File: src/rtl/sync_down_counter_if.sv
// Handshake bundle for sync_down_counter: load/enable controls in, count and
// status flags out. WIDTH must match the counter instance it connects to.
interface sync_down_counter_if #(
  parameter int WIDTH = 4
) ();
  logic             load;
  logic [WIDTH-1:0] load_val;
  logic             en;
  logic             auto_reload;
  logic [WIDTH-1:0] count;
  logic             tc;
  logic             busy;
  logic             done;

  modport master (
    output load, load_val, en, auto_reload,
    input  count, tc, busy, done
  );

  modport slave (
    input  load, load_val, en, auto_reload,
    output count, tc, busy, done
  );
endinterface

File: src/rtl/sync_down_counter.sv
// Loadable down-counter/timer with terminal-count pulse and optional auto-reload.
// Checker module first, then the counter top that instantiates it.
module sync_down_counter_chk #(
  parameter int WIDTH = 4
) (
  input logic             clk,
  input logic             clr,
  input logic [WIDTH-1:0] count,
  input logic             tc,
  input logic             busy,
  input logic             done
);
  localparam logic [WIDTH-1:0] ZERO = {WIDTH{1'b0}};

  a_busy_done_excl: assert property (@(posedge clk) disable iff (clr)
    !(busy && done));

  a_run_nonzero: assert property (@(posedge clk) disable iff (clr)
    busy |-> (count != ZERO));

  a_done_zero: assert property (@(posedge clk) disable iff (clr)
    done |-> (count == ZERO));

  a_clr_effect: assert property (@(posedge clk)
    clr |=> ((count == ZERO) && !tc && !busy && !done));
endmodule

module sync_down_counter #(
  parameter int WIDTH = 4
) (
  input logic                clk,
  input logic                clr,
  sync_down_counter_if.slave bus
);
  typedef enum logic [1:0] {
    ST_IDLE = 2'b00,
    ST_RUN  = 2'b01,
    ST_DONE = 2'b10
  } state_t;

  localparam logic [WIDTH-1:0] ZERO = {WIDTH{1'b0}};
  localparam logic [WIDTH-1:0] ONE  = {{(WIDTH-1){1'b0}}, 1'b1};

  state_t           state_r;
  state_t           state_s;
  logic [WIDTH-1:0] count_r;
  logic [WIDTH-1:0] count_s;
  logic [WIDTH-1:0] rld_r;
  logic [WIDTH-1:0] rld_s;
  logic             tc_r;
  logic             tc_s;
  logic             busy_r;
  logic             done_r;

  // Next-state and next-output logic; load outranks any count step.
  always_comb begin
    state_s = state_r;
    count_s = count_r;
    rld_s   = rld_r;
    tc_s    = 1'b0;
    if (bus.load) begin
      count_s = bus.load_val;
      rld_s   = bus.load_val;
      if (bus.load_val != ZERO) begin
        state_s = ST_RUN;
      end else begin
        state_s = ST_IDLE;
      end
    end else begin
      case (state_r)
        ST_RUN: begin
          if (!bus.en) begin
            count_s = count_r;
          end else if (count_r == ONE) begin
            tc_s = 1'b1;
            if (bus.auto_reload) begin
              count_s = rld_r;
            end else begin
              count_s = ZERO;
              state_s = ST_DONE;
            end
          end else if (count_r == ZERO) begin
            // Unreachable in normal operation; park safely rather than wrap.
            state_s = ST_IDLE;
          end else begin
            count_s = count_r - ONE;
          end
        end
        ST_IDLE, ST_DONE: begin
          state_s = state_r;
        end
        default: begin
          state_s = ST_IDLE;
          count_s = ZERO;
        end
      endcase
    end
  end

  // State and output registers with synchronous clear.
  always_ff @(posedge clk) begin
    if (clr) begin
      state_r <= ST_IDLE;
      count_r <= ZERO;
      rld_r   <= ZERO;
      tc_r    <= 1'b0;
      busy_r  <= 1'b0;
      done_r  <= 1'b0;
    end else begin
      state_r <= state_s;
      count_r <= count_s;
      rld_r   <= rld_s;
      tc_r    <= tc_s;
      busy_r  <= (state_s == ST_RUN);
      done_r  <= (state_s == ST_DONE);
    end
  end

  assign bus.count = count_r;
  assign bus.tc    = tc_r;
  assign bus.busy  = busy_r;
  assign bus.done  = done_r;

  sync_down_counter_chk #(.WIDTH(WIDTH)) u_chk (
    .clk   (clk),
    .clr   (clr),
    .count (count_r),
    .tc    (tc_r),
    .busy  (busy_r),
    .done  (done_r)
  );
endmodule

File: src/flat_wrapper.sv
// flat-port wrapper written by rule: the top's interface ports become plain ports
module sync_down_counter_flat 
#(
  parameter int WIDTH = 4
)
  (clk, clr, bus_load, bus_load_val, bus_en, bus_auto_reload, bus_count, bus_tc, bus_busy, bus_done);
  sync_down_counter_if #(.WIDTH(WIDTH)) bus_i ();
  input logic clk;
  input logic clr;
  input wire logic [$bits(bus_i.load)-1:0] bus_load;
  input wire logic [$bits(bus_i.load_val)-1:0] bus_load_val;
  input wire logic [$bits(bus_i.en)-1:0] bus_en;
  input wire logic [$bits(bus_i.auto_reload)-1:0] bus_auto_reload;
  output wire logic [$bits(bus_i.count)-1:0] bus_count;
  output wire logic [$bits(bus_i.tc)-1:0] bus_tc;
  output wire logic [$bits(bus_i.busy)-1:0] bus_busy;
  output wire logic [$bits(bus_i.done)-1:0] bus_done;
  assign bus_i.load = bus_load;
  assign bus_i.load_val = bus_load_val;
  assign bus_i.en = bus_en;
  assign bus_i.auto_reload = bus_auto_reload;
  assign bus_count = bus_i.count;
  assign bus_tc = bus_i.tc;
  assign bus_busy = bus_i.busy;
  assign bus_done = bus_i.done;
  sync_down_counter #(.WIDTH(WIDTH)) u_core (.clk(clk), .clr(clr), .bus(bus_i));
endmodule
File: config.mk
export PLATFORM = sky130hd
export DESIGN_NAME = sync_down_counter_flat
export DESIGN_NICKNAME = d
export VERILOG_FILES = /design/src/rtl/sync_down_counter_if.sv /design/src/rtl/sync_down_counter.sv /design/src/flat_wrapper.sv
export SDC_FILE = /design/constraint.sdc
export NUM_CORES = 1
export LEC_CHECK = 0
export CORE_MARGIN = 8
export CORE_UTILIZATION = 30
export DETAILED_ROUTE_END_ITERATION = 16
export PLACE_DENSITY = 0.6
export SYNTH_ARGS = -nofsm -noshare
export SYNTH_HDL_FRONTEND = slang
export SYNTH_SLANG_ARGS = --single-unit
File: constraint.sdc
create_clock -name clk -period 2.56 [get_ports clk]
set_input_delay 0.512 -clock clk [delete_from_list [all_inputs] [get_ports clk]]
set_output_delay 0.512 -clock clk [all_outputs]
set_load 0.02 [all_outputs]
**Yosys cells after proc, flatten, opt, wreduce, memory -nomap -nowiden**

Index checks and enable logic that the tools add are counted.

- Register bits: 13
- Input bits: 9
- Logic and storage cells: 37

- Add/subtract/negate cells: 1
- Equal/unequal tests: 8
- Muxes and demuxes: 14
- Bitwise gates (word level): 2
- Reduce and logical (&&, ||, !) cells: 6

Operators with widths:

| cell | count |
|---|---|
| $mux 4 | 5 |
| $mux 2 | 5 |
| $pmux 4 s2 | 1 |
| $eq 2x1->1 const B | 2 |
| $eq 2x2->1 const B | 2 |
| $eq 4x1->1 const B | 1 |
| $logic_not 4->1 | 1 |
| $ne 4x3->1 const B | 1 |
| $pmux 2 s2 | 1 |
| $reduce_bool 4->1 | 1 |
| $reduce_or 4->1 | 1 |
| $sub 4x1->4 const B | 1 |
| $ne 3x3->1 const B | 1 |
| $reduce_and 3->1 | 1 |
| $logic_not 2->1 | 1 |
| $mux 1 | 2 |
| $ne 2x2->1 const B | 1 |
| $not 1->1 | 2 |
| $reduce_or 2->1 | 1 |

**Longest topological paths before layout**

- Depth after elaboration: 7
- Gate-level depth with buffers: 7
- Gate-level depth less buffers: 6

**Worst setup path before layout**

No wires, ideal clock.

- Path kind: flip-flop to flip-flop
- Start point: reg u_core.count_r[1], in the netlist u_core.bus.count[1]
- End point: reg u_core.count_r[2], in the netlist u_core.bus.count[2]
- Setup time: 0.132 ns
- Arrival: 1.609 ns
- Path slack: 0.819 ns
- Stages on the path, launching flop included: 8
- Path buffers: 1
- Clock period less this slack: 1.741 ns
- Cell sequence: dfxtp_1 > inv_1 > ha_1 > buf_2 > nor4b_2 > a211oi_1 > a221oi_2 > nor3_1

- Word-level cells in the longest chain between the ends: 6
- Elaborated cells between the ends (all ways): 10
- Those cells by class: 1 x add/sub; 2 x eq/ne; 5 x mux; 2 x reduce/logical

RTL lines:

| item | RTL line | text |
|---|---|---|
| start: declaration | sync_down_counter.sv:46 | `logic [WIDTH-1:0] count_r;` |
| start signal: assignment | sync_down_counter.sv:111 | `count_r <= count_s;` |
| $sub 4x1->4 | sync_down_counter.sv:86 | `count_s = count_r - ONE;` |
| $mux 4 | sync_down_counter.sv:82 | `end else if (count_r == ZERO) begin` |
| $mux 4 | sync_down_counter.sv:74 | `end else if (count_r == ONE) begin` |
| $mux 4 | sync_down_counter.sv:72 | `if (!bus.en) begin` |
| $pmux 4 s2 | sync_down_counter.sv:70 | `case (state_r)` |
| $mux 4 | sync_down_counter.sv:61 | `if (bus.load) begin` |

Several ways; a longest one is shown, not always the timed one. The select of a mux whose other input is x is not followed.
A chain may end at the register's enable or synchronous reset.

**Final worst setup path**

- Start point: reg u_core.count_r[2], in the netlist u_core.bus.count[2]
- End point: out bus_count[2]

RTL lines:

| item | RTL line | text |
|---|---|---|
| end: declaration | flat_wrapper.sv:14 | `output wire logic [$bits(bus_i.count)-1:0] bus_count;` |

No word-level cell between the ends.

==> impl_metrics.py <==
metrics = {
    "setup_path": {
        "critPathKind": "reg -> out",
        "reg2reg_from": "u_core.bus.count[1]$_SDFFE_PP0P_",
        "critPathLaunchType": "flip-flop",
        "cp.buffers_inverters": 1,
        "path_cells": "clkdlybuf4s50_1",
        "cp.arrival_ns": 1.46,
        "critPathCaptureType": "output pin",
        "reg2regPathDepth": 6,
        "worst_r2r_endpoint": "u_core.bus.count[2]$_SDFFE_PP0P_",
        "worstPathMaxFanout": 9,
        "slowest_stage": "clkdlybuf4s50_1",
        "reg2reg_slack_ns": 0.74,
        "path_delay_family": "buffers and inverters",
        "slowest_delay_ns": 0.68,
        "required_ns": 2.05,
    },
    "place": {
        "dpl.hpwl_um": 1250,
        "place_ws_ns": 0.425,
        "gp_congestion": 0.797,
        "port_buffers": 15,
    },
    "floorplan": {
        "rows": 17,
        "dieHeight_um": 64.1,
        "coreArea_um2": 2190,
        "io-pin-count": 16,
        "die_area_um2": 4100,
        "start_util_pct": 31.6,
        "die_w_um": 64.1,
    },
    "clocking": {
        "cts_buffers": 3,
        "cts_resized": 0,
        "clock_path_buffers": 2,
        "cts_setup_buffers": 0,
        "cts_hold_buf": 0,
        "cts_max_level": 1,
        "worstSkewPairLatency_ns": 0.26,
        "clkTransAtPathRegs_ns": 0.07,
        "cts_root_buf": "clkbuf_4",
        "cts_tree": "done",
        "clock_sinks": 13,
    },
    "sta": {
        "final-hold-violation-count": 0,
        "setup_viol": 0,
        "finClkSkew_ns": 0.00147,
        "slew_viol_final": 0,
        "timing.final.ws_setup_ns": 0.590,
        "fmax_mhz": 507,
        "tightest_slew_ns": 0.564,
        "fin_crit_sh_pct": 77.0,
        "rsz0062_at_grt": "no",
        "fin_crit_ns": 1.97,
        "slew_headroom_pct": 62.3,
        "setup_tns_ns": 0,
    },
    "grt": {
        "grt_overflow": 0,
        "track_usage_pct": 7.99,
        "grt_pass1_wl_um": 2680,
        "grt_pass1_vias": 609,
        "antenna_found_initial": 0,
        "grt_max_degree": 16,
    },
    "power": {
        "power_leakage_nw": 0.320,
        "p_seq_share_pct": 50.9,
        "internal_power_uw": 321,
        "ir_drop_v": 0.000297,
        "swShare_pct": 27.7,
        "p_per_area_nw_per_um2": 506,
        "pwr-share-comb_pct": 22.0,
        "p_switching_uw": 123,
        "clkPwrFrac_pct": 27.0,
    },
    "layout": {
        "nets": 106,
        "drive_gt1_share_pct": 6.45,
        "num_antenna_cells": 0,
        "area_delta_synth_final_pct": 26.9,
    },
    "yosys": {
        "async_flop_share_pct": 0,
        "synth_top_family_by_area": "simple AND/OR/NAND/NOR gates",
        "synth_edf_count": 0,
        "synth_seq_cells": 13,
        "synthFlopType": "dfxtp_1",
        "seq_area_frac_synth_pct": 37.5,
        "synth-simple-area-share_pct": 27.1,
        "synth_cells": 78,
        "synthDistinctLibCells": 31,
        "synthAdderAreaFrac_pct": 5.42,
        "syn_area_um2": 693,
        "synth_compound_area_share_pct": 20.4,
        "synth_xor_area_share_pct": 0,
        "postSynthAreaPerCell_um2": 8.89,
        "syn-num-nets": 90,
        "ys_warn_count": 0,
        "synthMuxAreaShare_pct": 4.33,
    },
    "route": {
        "drt_iter0_markers": 11,
        "ant_nets": 0,
        "num_vias": 624,
        "routed_via_density": 5.16,
        "routed_wl_um": 1620,
        "drcViolationCount": 0,
        "first_pass_iters": 4,
        "wire_per_inst_um": 13.4,
    },
    "job": {
        "cap_violations": 0,
    },
    "run_status": {
        "run_status": "finished clean",
    },
    "worst_hold_path": {
        "min_from": "u_core.rld_r[3]$_SDFFE_PP0P_",
        "hold-path-endpoint": "u_core.rld_r[3]$_SDFFE_PP0P_",
        "hold_path_depth": 2,
        "min_path_type": "reg -> reg",
    },
}
==> per-stage QoR <==
| step | util (%) | hold slack (ns) | instance area, µm² | power [mW] | std cells |
|---|---|---|---|---|---|
| global route | 40.1 | 0.522 | 880 | 0.471 | 121 |
| finish | 40.1 | 0.485 | 880 | 0.445 | 121 |
| global placement | 38.9 | 0.471 | 853 | 0.328 | 117 |
| CTS | 40.1 | 0.486 | 880 | 0.452 | 121 |
| detailed placement | 38.9 | 0.474 | 853 | 0.330 | 117 |
| floorplan | - | 0.450 | 693 | 0.291 | 78 |
==> cell usage in the layout (no fill, tap or decap), types with 2 or more instances in the layout <==
cell and count:
nand2b_1 2, ha_1 3, nand2_1 6, nor2b_1 2
a21oi_1 2, mux2i_1 3, and3_1 2, dfxtp_1 13
nand3b_1 2, inv_1 3, nor4_1 2, clkdlybuf4s50_1 15
nor2_1 6, o21ai_0 3, nand3_1 2, o211ai_1 2
a31oi_1 2, a211oi_1 4, clkbuf_4 3, nor3_1 5
==> metal layers <==
layer / GRT usage (%) / vias up / share of wire, %
met3: 2.09 / 2 / 6.4
met2: 12.0 / 14 / 43
li1: - / 324 / -
met1: 9.88 / 284 / 49
met5: 0 / - / 0
met4: 5.01 / 0 / 0.74
==> power by group through the flow <==
stage / Clock [mW] / Combinational [mW] / Sequential [mW]
floorplan: 0 / 0.0568 / 0.234
global placement: 0 / 0.0966 / 0.232
detailed placement: 0 / 0.0980 / 0.232
CTS: 0.126 / 0.0983 / 0.227
global route: 0.134 / 0.107 / 0.229
finish: 0.120 / 0.0979 / 0.227
==> flip-flops by register name, summed over array words and instances (netlist names) <==
signal	count
u_core.state_r	2
u_core.bus.tc	1
u_core.bus.done	1
u_core.bus.count	4
u_core.rld_r	4
u_core.bus.busy	1
==> layout make-up <==
| cell class | count | area (µm²) |
|---|---|---|
| fillers | 228 | 1310 |
| multi-input cells | 58 | 397 |
| flip-flops and latches | 13 | 260 |
| repair buffers | 15 | 150 |
| well taps | 28 | 35.0 |
| clock buffers | 4 | 26.3 |
| inverters | 3 | 11.3 |
==> kinds of logic (layout without fill, tap and decap cells) <==
family                   after synthesis  count (layout)
AND/OR/NAND/NOR                       33              33
AO/OA/AOI/OAI                         19              19
flip-flops                            13              13
buffers and inverters                  7              22
adder cells (fa/ha/maj)                3               3
multiplexers                           3               3
==> synthesized netlist by cell type (all sizes together) (2+ instances only) <==
| master | count | area share (%) |
|---|---|---|
| dfxtp | 13 | 38 |
| nand2 | 6 | 3.2 |
| nor2 | 6 | 3.2 |
| nor3 | 5 | 3.6 |
| a211oi | 4 | 4.3 |
| buf | 3 | 3.1 |
| ha | 3 | 5.4 |
| inv | 3 | 1.6 |
| mux2i | 3 | 4.3 |
| o21ai | 3 | 2.2 |
| a21oi | 2 | 1.4 |
| a31oi | 2 | 1.8 |
| and3 | 2 | 1.8 |
| nand2b | 2 | 1.8 |
| nand3 | 2 | 1.4 |
| nand3b | 2 | 2.2 |
| nor2b | 2 | 1.8 |
| nor4 | 2 | 1.8 |
| o211ai | 2 | 2.2 |
==> how the worst max path moves through the flow <==
stage                     cells past startpoint                        startpoint                          endpoint  slack, ns
after floorplan                               7  u_core.bus.count[1]$_SDFFE_PP0P_  u_core.bus.count[2]$_SDFFE_PP0P_       0.82
after global routing                          1  u_core.bus.count[3]$_SDFFE_PP0P_                      bus_count[3]       0.54
after detailed placement                      4                          bus_load  u_core.bus.count[0]$_SDFFE_PP0P_       0.43
after CTS                                     1  u_core.bus.count[2]$_SDFFE_PP0P_                      bus_count[2]       0.57
final                                         1  u_core.bus.count[2]$_SDFFE_PP0P_                      bus_count[2]       0.59
after global placement                        4                          bus_load  u_core.bus.count[1]$_SDFFE_PP0P_       0.45
Power figures use the tool's default switching activity.
==> RTL change, RTL diff (config.mk and constraints unchanged) <==
`WIDTH` is set to 4 in 4 places; all go to 5.
--- a/src/rtl/sync_down_counter_if.sv
+++ b/src/rtl/sync_down_counter_if.sv
@@ -1,7 +1,7 @@
 // Handshake bundle for sync_down_counter: load/enable controls in, count and
 // status flags out. WIDTH must match the counter instance it connects to.
 interface sync_down_counter_if #(
-  parameter int WIDTH = 4
+  parameter int WIDTH = 5
 ) ();
   logic             load;
   logic [WIDTH-1:0] load_val;
--- a/src/rtl/sync_down_counter.sv
+++ b/src/rtl/sync_down_counter.sv
@@ -1,7 +1,7 @@
 // Loadable down-counter/timer with terminal-count pulse and optional auto-reload.
 // Checker module first, then the counter top that instantiates it.
 module sync_down_counter_chk #(
-  parameter int WIDTH = 4
+  parameter int WIDTH = 5
 ) (
   input logic             clk,
   input logic             clr,
@@ -26,7 +26,7 @@
 endmodule
 
 module sync_down_counter #(
-  parameter int WIDTH = 4
+  parameter int WIDTH = 5
 ) (
   input logic                clk,
   input logic                clr,
--- a/src/flat_wrapper.sv
+++ b/src/flat_wrapper.sv
@@ -1,7 +1,7 @@
 // flat-port wrapper written by rule: the top's interface ports become plain ports
 module sync_down_counter_flat 
 #(
-  parameter int WIDTH = 4
+  parameter int WIDTH = 5
 )
   (clk, clr, bus_load, bus_load_val, bus_en, bus_auto_reload, bus_count, bus_tc, bus_busy, bus_done);
   sync_down_counter_if #(.WIDTH(WIDTH)) bus_i ();
Ports: changed (resized bus_count and bus_load_val); port bits go from 16 to 18. The function was not compared with the original's and may differ.
==> RTL change against the original RTL <==
  * Sequential cell count rose by 2
  * Power rose by 17%
  * Synthesized area increased by 16%
  * Clock skew rose by 0.0022 ns
  * Highest routed layer unchanged
  * Critical endpoint unchanged
  * Wire length up 14%
  * Worst setup slack lost 0.048 ns
  * Cell area up 18%
  * Synthesized cell count grew 12%
  * Combinational power is 25% higher
==> RTL change: results (changes against the original RTL) <==
outcome:
  status: "completed"
worst_hold_path:
  hold_end: "u_core.rld_r[4]$_SDFFE_PP0P_"
  hp-start: "u_core.rld_r[4]$_SDFFE_PP0P_"
pwr:
  clkPwrFrac_pct: 26.0  # -1.0 points
  pg_comb_w: 0.000122  # +25%
  peakVddDrop_uv: 385.5  # +30%
placed_design:
  gp_congestion: 0.7847  # -1.5%
  port_buffers: 17  # +2
  dpl.cell_count: 133  # +14%
  placed_area_um2: 1008  # +18%
critical_path:
  cp_max_fo: 8  # -1
  reg2reg_from: "u_core.bus.count[0]$_SDFFE_PP0P_"
clocking:
  clk_pin_slew_worst_paths_ns: 0.09  # +0.02 ns
  worstSkewPairLatency_ns: 0.28  # +0.02 ns
timing:
  tightest_slew_ns: 0.4796  # -0.08448 ns
  skew_ns: 0.003654  # +0.002187 ns
detailed_routing:
  viasPerCell: 5.285  # +2.5%
  num_vias: 724  # +16%
  drt-met1-wl_um: 908  # +14%
layout:
  nNonClkBuffers: 19  # +4
  multi_input_gates: 65  # +12%
  multi_input_area_share_pct: 45.71  # +0.62 points
  fillers: 285  # +25%
floorplan:
  core_area_um2: 2663  # +22%
logic_synthesis:
  ys_seq_elements: 15  # +2
  synthTopCellsByArea: "dfxtp_1, ha_1, and3b_1, o21ai_0, nor2b_1"
[RTL change: worst max path at each step]
stage                                                start                               end  cells past startpoint
after CTS                 u_core.bus.count[2]$_SDFFE_PP0P_                      bus_count[2]                      1
after detailed placement                            bus_en  u_core.bus.count[1]$_SDFFE_PP0P_                      5
after global placement                                 clr  u_core.bus.count[2]$_SDFFE_PP0P_                      4
after floorplan           u_core.bus.count[1]$_SDFFE_PP0P_  u_core.bus.count[3]$_SDFFE_PP0P_                      6
final                     u_core.bus.count[2]$_SDFFE_PP0P_                      bus_count[2]                      1
after global routing      u_core.bus.count[2]$_SDFFE_PP0P_                      bus_count[2]                      1
[RTL change: cell families (layout without fill, tap and decap cells)]
group                      after synthesis  in the layout  share of synthesized area [%]
adders and majority gates                3              3                          4.652
AOI/OAI and AO/OA                       23             23                          19.22
and+or+nand+nor                         35             35                          29.92
buffers and inverters                    7             26                          4.186
muxes                                    3              3                          3.721
xor gates and xnor gates                 1              1                          1.085
DFF                                     15             15                          37.21
[RTL change: layer usage]
| metal | up-vias | global-route usage, % |
|---|---|---|
| li1 | 368 | - |
| met2 | 13 | 13.25 |
| met1 | 341 | 10.61 |
| met3 | 2 | 3.273 |
| met4 | 0 | 3.836 |
| met5 | - | 0 |
[RTL change: through the flow]
stage	utilization [%]	power, W	worst slack (ns)	hold WS (ns)
after floorplan	-	0.0003428	0.8454	0.4460
after global placement	37.88	0.0003918	0.6058	0.4568
after detailed placement	37.88	0.0003920	0.5710	0.4627
after CTS	38.86	0.0005296	0.5125	0.4790
after global routing	38.86	0.0005549	0.4601	0.5073
final	38.86	0.0005223	0.5414	0.4773
